## config.mk

```make
export PLATFORM = sky130hd
export DESIGN_NAME = reorder_buffer
export DESIGN_NICKNAME = d
export VERILOG_FILES = /design/src/rtl/reorder_buffer_pkg.sv /design/src/rtl/reorder_buffer_query_port.sv /design/src/rtl/reorder_buffer.sv
export SDC_FILE = /design/constraint.sdc
export NUM_CORES = 2
export LEC_CHECK = 0
export CORE_MARGIN = 4
export CORE_UTILIZATION = 40
export DETAILED_ROUTE_END_ITERATION = 16
export DONT_BUFFER_PORTS = 1
export HOLD_SLACK_MARGIN = 0.12
export SLEW_MARGIN = 20
export SYNTH_ARGS = -nofsm -noshare
export SYNTH_HDL_FRONTEND = slang
export SYNTH_SLANG_ARGS = --single-unit
```

## constraint.sdc

```tcl
create_clock -name clk_in -period 3.5 [get_ports clk_in]
set_clock_uncertainty 0.1 [all_clocks]
set_input_delay 0.35 -clock clk_in [delete_from_list [all_inputs] [get_ports clk_in]]
set_output_delay 0.35 -clock clk_in [all_outputs]
set_load 0.1 [all_outputs]
```

## src/rtl/reorder_buffer_pkg.sv

```systemverilog
// Shared types and constants for the reorder buffer: the data width, the
// architectural register count, the default tag width and the per-entry record.
package reorder_buffer_pkg;

    localparam int REG_WIDTH         = 32;
    localparam int REG_SIZE          = 32;
    localparam int ROB_WIDTH_DEFAULT = 4;

    typedef struct packed {
        logic                 busy;
        logic                 ready;
        logic [REG_WIDTH-1:0] rd_id;
        logic [REG_WIDTH-1:0] value;
    } rob_entry_t;

endpackage

```

## src/rtl/reorder_buffer_query_port.sv

```systemverilog
// rob_query_port: combinational tag-indexed operand lookup into the ROB.
// With ROB_QUERY_BYPASS_EN defined, a same-cycle CDB write to the queried busy entry is forwarded.
module rob_query_port
    import reorder_buffer_pkg::*;
#(
    parameter int ROB_WIDTH = ROB_WIDTH_DEFAULT
) (
    input  rob_entry_t           i_entries [2**ROB_WIDTH],
    input  logic [ROB_WIDTH-1:0] i_query_tag,
    input  logic                 i_cdb_signal,
    input  logic [ROB_WIDTH-1:0] i_cdb_tag,
    input  logic [REG_WIDTH-1:0] i_cdb_value,
    output logic                 o_query_ready,
    output logic [REG_WIDTH-1:0] o_query_value
);

    rob_entry_t w_entry;

    always_comb begin
        w_entry       = i_entries[i_query_tag];
        o_query_ready = w_entry.busy & w_entry.ready;
        o_query_value = w_entry.value;
`ifdef ROB_QUERY_BYPASS_EN
        if (i_cdb_signal && (i_cdb_tag == i_query_tag) && w_entry.busy) begin
            o_query_ready = 1'b1;
            o_query_value = i_cdb_value;
        end
`endif
    end

`ifndef ROB_QUERY_BYPASS_EN
    // CDB inputs only matter when forwarding is built in.
    logic w_unused_cdb;
    assign w_unused_cdb = ^{i_cdb_signal, i_cdb_tag, i_cdb_value};
`endif

endmodule

```

## src/rtl/reorder_buffer.sv

```systemverilog
// Circular reorder buffer: allocates tags at issue, captures CDB results, retires in order.
// Optional macro ROB_QUERY_BYPASS_EN enables CDB-to-query forwarding in rob_query_port.
module reorder_buffer
    import reorder_buffer_pkg::*;
#(
    parameter int ROB_WIDTH = ROB_WIDTH_DEFAULT
) (
    input  logic                 clk_in,
    input  logic                 rst_n_in,
    input  logic                 rdy_in,
    input  logic                 issue_signal,
    input  logic [REG_WIDTH-1:0] issue_rd_id,
    output logic [ROB_WIDTH-1:0] issue_tag,
    output logic                 rob_full,
    input  logic                 cdb_signal,
    input  logic [ROB_WIDTH-1:0] cdb_tag,
    input  logic [REG_WIDTH-1:0] cdb_value,
    input  logic [ROB_WIDTH-1:0] query_tag_1,
    input  logic [ROB_WIDTH-1:0] query_tag_2,
    output logic                 query_ready_1,
    output logic                 query_ready_2,
    output logic [REG_WIDTH-1:0] query_value_1,
    output logic [REG_WIDTH-1:0] query_value_2,
    output logic                 rob_commit_signal,
    output logic [REG_WIDTH-1:0] commit_rd_value,
    output logic [ROB_WIDTH-1:0] commit_rd_tag,
    output logic [REG_WIDTH-1:0] commit_rd_id
);

    localparam int DEPTH = 2**ROB_WIDTH;

    rob_entry_t           r_entries [DEPTH];
    logic [ROB_WIDTH-1:0] r_head;
    logic [ROB_WIDTH-1:0] r_tail;
    logic [ROB_WIDTH:0]   r_count;

    rob_entry_t w_head_entry;
    logic       w_full;
    logic       w_issue;
    logic       w_commit;
    logic       w_wb;

    assign w_head_entry = r_entries[r_head];
    assign w_full       = (r_count == (ROB_WIDTH+1)'(DEPTH));
    assign w_issue      = issue_signal & ~w_full;
    assign w_commit     = w_head_entry.busy & w_head_entry.ready;
    assign w_wb         = cdb_signal & r_entries[cdb_tag].busy;

    assign rob_full  = w_full;
    assign issue_tag = r_tail;

    always_ff @(posedge clk_in or negedge rst_n_in) begin
        if (!rst_n_in) begin
            for (int i = 0; i < DEPTH; i++) begin
                r_entries[i] <= '0;
            end
            r_head            <= '0;
            r_tail            <= '0;
            r_count           <= '0;
            rob_commit_signal <= 1'b0;
            commit_rd_value   <= '0;
            commit_rd_tag     <= '0;
            commit_rd_id      <= '0;
        end else if (rdy_in) begin
            if (w_wb) begin
                r_entries[cdb_tag].ready <= 1'b1;
                r_entries[cdb_tag].value <= cdb_value;
            end
            rob_commit_signal <= w_commit;
            if (w_commit) begin
                r_entries[r_head].busy <= 1'b0;
                r_head                 <= r_head + 1'b1;
                commit_rd_value        <= w_head_entry.value;
                commit_rd_tag          <= r_head;
                commit_rd_id           <= w_head_entry.rd_id;
            end
            // The tail slot is never busy when issue is accepted, so this cannot collide with commit.
            if (w_issue) begin
                r_entries[r_tail].busy  <= 1'b1;
                r_entries[r_tail].ready <= 1'b0;
                r_entries[r_tail].rd_id <= issue_rd_id;
                r_tail                  <= r_tail + 1'b1;
            end
            case ({w_issue, w_commit})
                2'b10:   r_count <= r_count + 1'b1;
                2'b01:   r_count <= r_count - 1'b1;
                default: r_count <= r_count;
            endcase
        end
    end

    rob_query_port #(.ROB_WIDTH(ROB_WIDTH)) u_query_1 (
        .i_entries     (r_entries),
        .i_query_tag   (query_tag_1),
        .i_cdb_signal  (cdb_signal),
        .i_cdb_tag     (cdb_tag),
        .i_cdb_value   (cdb_value),
        .o_query_ready (query_ready_1),
        .o_query_value (query_value_1)
    );

    rob_query_port #(.ROB_WIDTH(ROB_WIDTH)) u_query_2 (
        .i_entries     (r_entries),
        .i_query_tag   (query_tag_2),
        .i_cdb_signal  (cdb_signal),
        .i_cdb_tag     (cdb_tag),
        .i_cdb_value   (cdb_value),
        .o_query_ready (query_ready_2),
        .o_query_value (query_value_2)
    );

endmodule

```

==> flow_metrics.py <==
metrics = {
    "critical_path": {
        "endpoint_kind": "register",
        "critPathMaxFanout": 6,
        "slowest_stage": "mux4_2",
        "setup.worst_path.start_class": "register",
        "cp_data_arrival_time_ps": 3810,
        "cp.depth": 14,
        "ff2ff_path_depth": 14,
        "cp_top_family": "compound AO/OA/AOI/OAI gates",
        "required_ps": 4030,
        "critPathMaxStageDelay_ps": 550,
        "path_cells": "inv_2, mux4_2, nor2_1, a21oi_1, o21ai_0, buf_4, ha_1, xor2_1, ha_1, a21boi_0, o221ai_1, a21oi_1, nor3b_2, xor2_1",
        "crit_buf_inv": 2,
        "worst-setup-path-type": "reg2reg",
    },
    "synthesis": {
        "ys_top_cells_by_area": "dfrtp_1 (49%), mux4_2 (23%), mux2_2 (20%)",
        "ys_types": 55,
        "synth_area_sq_um": 58370,
        "synth_common_cells": "dfrtp_1 (1138), mux2_2 (1059), mux4_2 (588)",
        "syn_area_per_cell_sq_um": 16.15,
        "synth_edf_count": 0,
        "synth_cells": 3614,
        "synthFlopType": "dfrtp_1",
        "postSynth.asyncResetShare_pct": 100.0,
        "yosys.area.top_type": "dfrtp_1",
        "yosys_warnings": 0,
        "ys_seq_area_share_pct": 48.79,
        "syn-num-nets": 3707,
        "synth_top_cell_area_share_pct": 48.79,
        "synth.most_common_cell": "dfrtp_1",
        "yosys_register_bits": 1138,
    },
    "die": {
        "die_w_microns": 390.0,
        "io_pins": 221,
        "die_h_microns": 390.0,
        "die_area_sq_um": 152100,
        "floorplan.initialDensity_pct": 40.43,
        "core-area_sq_um": 144400,
        "fp-row-count": 139,
    },
    "pwr": {
        "power_frac_clock_pct": 27.0,
        "vdd.ir_drop.worst_v": 0.0006760,
        "intPower_w": 0.03362,
        "seqPwrFrac_pct": 42.3,
        "netSwitchingFraction_pct": 34.01,
        "p_per_area_nw_per_um2": 775.4,
        "p_sw_w": 0.01733,
        "power_frac_comb_pct": 30.7,
        "p_leak_nw": 28.53,
    },
    "finish": {
        "nets": 3652,
        "syn2layout_area_growth_pct": 12.55,
        "drive_gt1_share_pct": 54.82,
        "num-fill-cells": 12605,
    },
    "clocking": {
        "cts_sinks": 1138,
        "root_buffer": "clkbuf_16",
        "htree_levels": 4,
        "cts_tree": "built",
        "clk_pin_slew_worst_paths_ps": 60,
        "cts_setup_buffers": 0,
        "clkLatencyLatePin_ps": 760,
        "cts_max_path_buffers": 3,
        "cts_buffers": 130,
    },
    "worst_hold_path": {
        "hold_depth": 3,
        "holdCritPathClass": "in2reg",
    },
    "route": {
        "avgRoutedWirePerCell_microns": 29.48,
        "drtIter0Drc": 2664,
        "first_pass_iters": 5,
        "vias_per_cell": 6.074,
        "drc": 0,
        "totalWireLength_mm": 164.2,
        "antenna_left": 0,
        "vias": 33824,
    },
    "placement": {
        "finalWeightedCongestion": 0.7996,
        "io_buffers": 0,
        "dp_hpwl_mm": 88.14,
        "post-place-ws_ps": 214.4,
    },
    "global_route": {
        "track_usage_pct": 21.66,
        "grt_max_degree": 1139,
        "antenna_found_initial": 28,
        "grt_pass1_vias": 35648,
        "grt_remaining_overflow": 0,
        "grt_pass1_wl_mm": 245.0,
    },
    "flow_run": {
        "max_cap_violations": 0,
    },
    "timing": {
        "finalHoldViolCount": 0,
        "rsz0062_at_grt": "false",
        "worstMarginPinSlew_ps": 1124,
        "setup_viol": 0,
        "period_share_pct": 93.90,
        "fmax_mhz": 304.3,
        "slew_headroom_pct": 25.10,
        "whs_ps": 176.4,
        "finalSetupTns_ps": 0,
        "setup_slack_ps": 213.5,
        "slew_violations": 0,
        "period_needed_ps": 3287,
    },
    "run_status": {
        "status": "finished clean",
    },
}
[cell usage in the layout, fill, tap and decap left out, drive strengths merged, types with 18 or more instances in the layout]
cell / Yosys / routed
a22oi: 129 / 129
nor2: 55 / 55
mux4: 588 / 588
buf: 172 / 85
diode: 0 / 18
dlygate4sd3: 0 / 76
inv: 15 / 19
o21ai: 22 / 22
clkbuf: 176 / 187
mux2: 1094 / 1094
dfrtp: 1138 / 1138
nand2: 98 / 98
clkinv: 1 / 23
[worst min-delay path: stages]
cell and delay, ps:
nand4_1 160, or2_4 330, a21oi_1 120
[worst paths after layout]
| path | startpoint | end | slack (ps) |
|---|---|---|---|
| worst min register to register | r_count[4] | r_count[4] | 360 |
| worst max-delay path | r_head[1] | r_count[4] | 210 |
| worst min-delay path | cdb_signal | r_entries[328] | 180 |
| worst max register to register | r_head[1] | r_count[4] | 210 |
| min in group asynchronous | rst_n_in | r_entries[1007] | 290 |
| max in group asynchronous | rst_n_in | r_entries[1041] | 750 |
[metal layers]
layer / vias to the layer above / GRT usage, % / share of wire, %
li1: 13996 / - / -
met1: 18585 / 29.70 / 43
met2: 985 / 34.57 / 48
met3: 246 / 5.217 / 6.9
met4: 12 / 6.195 / 2.5
met5: - / 0 / 0.042
[kinds of logic after synthesis]
logic type,after synthesis,share of synthesized area [%]
buf+inv,364,2.665
xor+xnor,10,0.1501
fa+ha+maj,12,0.2572
flops,1138,48.79
simple gates,214,1.805
mux,1683,43.93
compound gates,193,2.399
[per-stage QoR]
stage               cells  utilization, %  cell area, sq um  power (W)
CTS                  5540           45.30             65390    0.05123
detailed placement   5245           41.81             60350    0.03701
floorplan            3614               -             58370    0.03330
global placement     5245           41.81             60350    0.03666
global route         5558           45.49             65670    0.05354
finish               5569           45.51             65690    0.05094
[power groups by stage]
| stage | clock network, W | logic, W | registers (W) |
|---|---|---|---|
| 2_1_floorplan | 0 | 0.0124 | 0.0209 |
| 3_3_place_gp | 0 | 0.0151 | 0.0216 |
| 3_5_place_dp | 0 | 0.0153 | 0.0217 |
| 4_1_cts | 0.0142 | 0.0155 | 0.0215 |
| 5_1_grt | 0.0147 | 0.0168 | 0.0221 |
| 6_report | 0.0138 | 0.0156 | 0.0216 |
[repair_timing]
item,4_1_cts,5_1_grt
hold endpoints to repair,2203,189
resized for setup,0,1
setup endpoints to repair,0,1
hold buffers,74,4
[final cells by class]
type                       instances  area (sq um)  share of cell area, %
clock inverter                    34         430.4                 0.6552
timing repair buffer             161          1852                  2.819
multi-input combinational       2112         28560                  43.48
antenna                           18         45.04                0.06856
sequential                      1138         28490                  43.36
tap                             1903          2381                  3.624
clock buffer                     187          3874                  5.897
inverter                          16         62.56                0.09523
[flip-flops by register name (all words and copies together), names as in the netlist]
signal and count:
issue_tag 4, commit_rd_id 32, rob_commit_signal 1, r_entries 1056
commit_rd_tag 4, commit_rd_value 32, r_head 4, r_count 5
No activity file was read; power rests on OpenSTA's default activity.
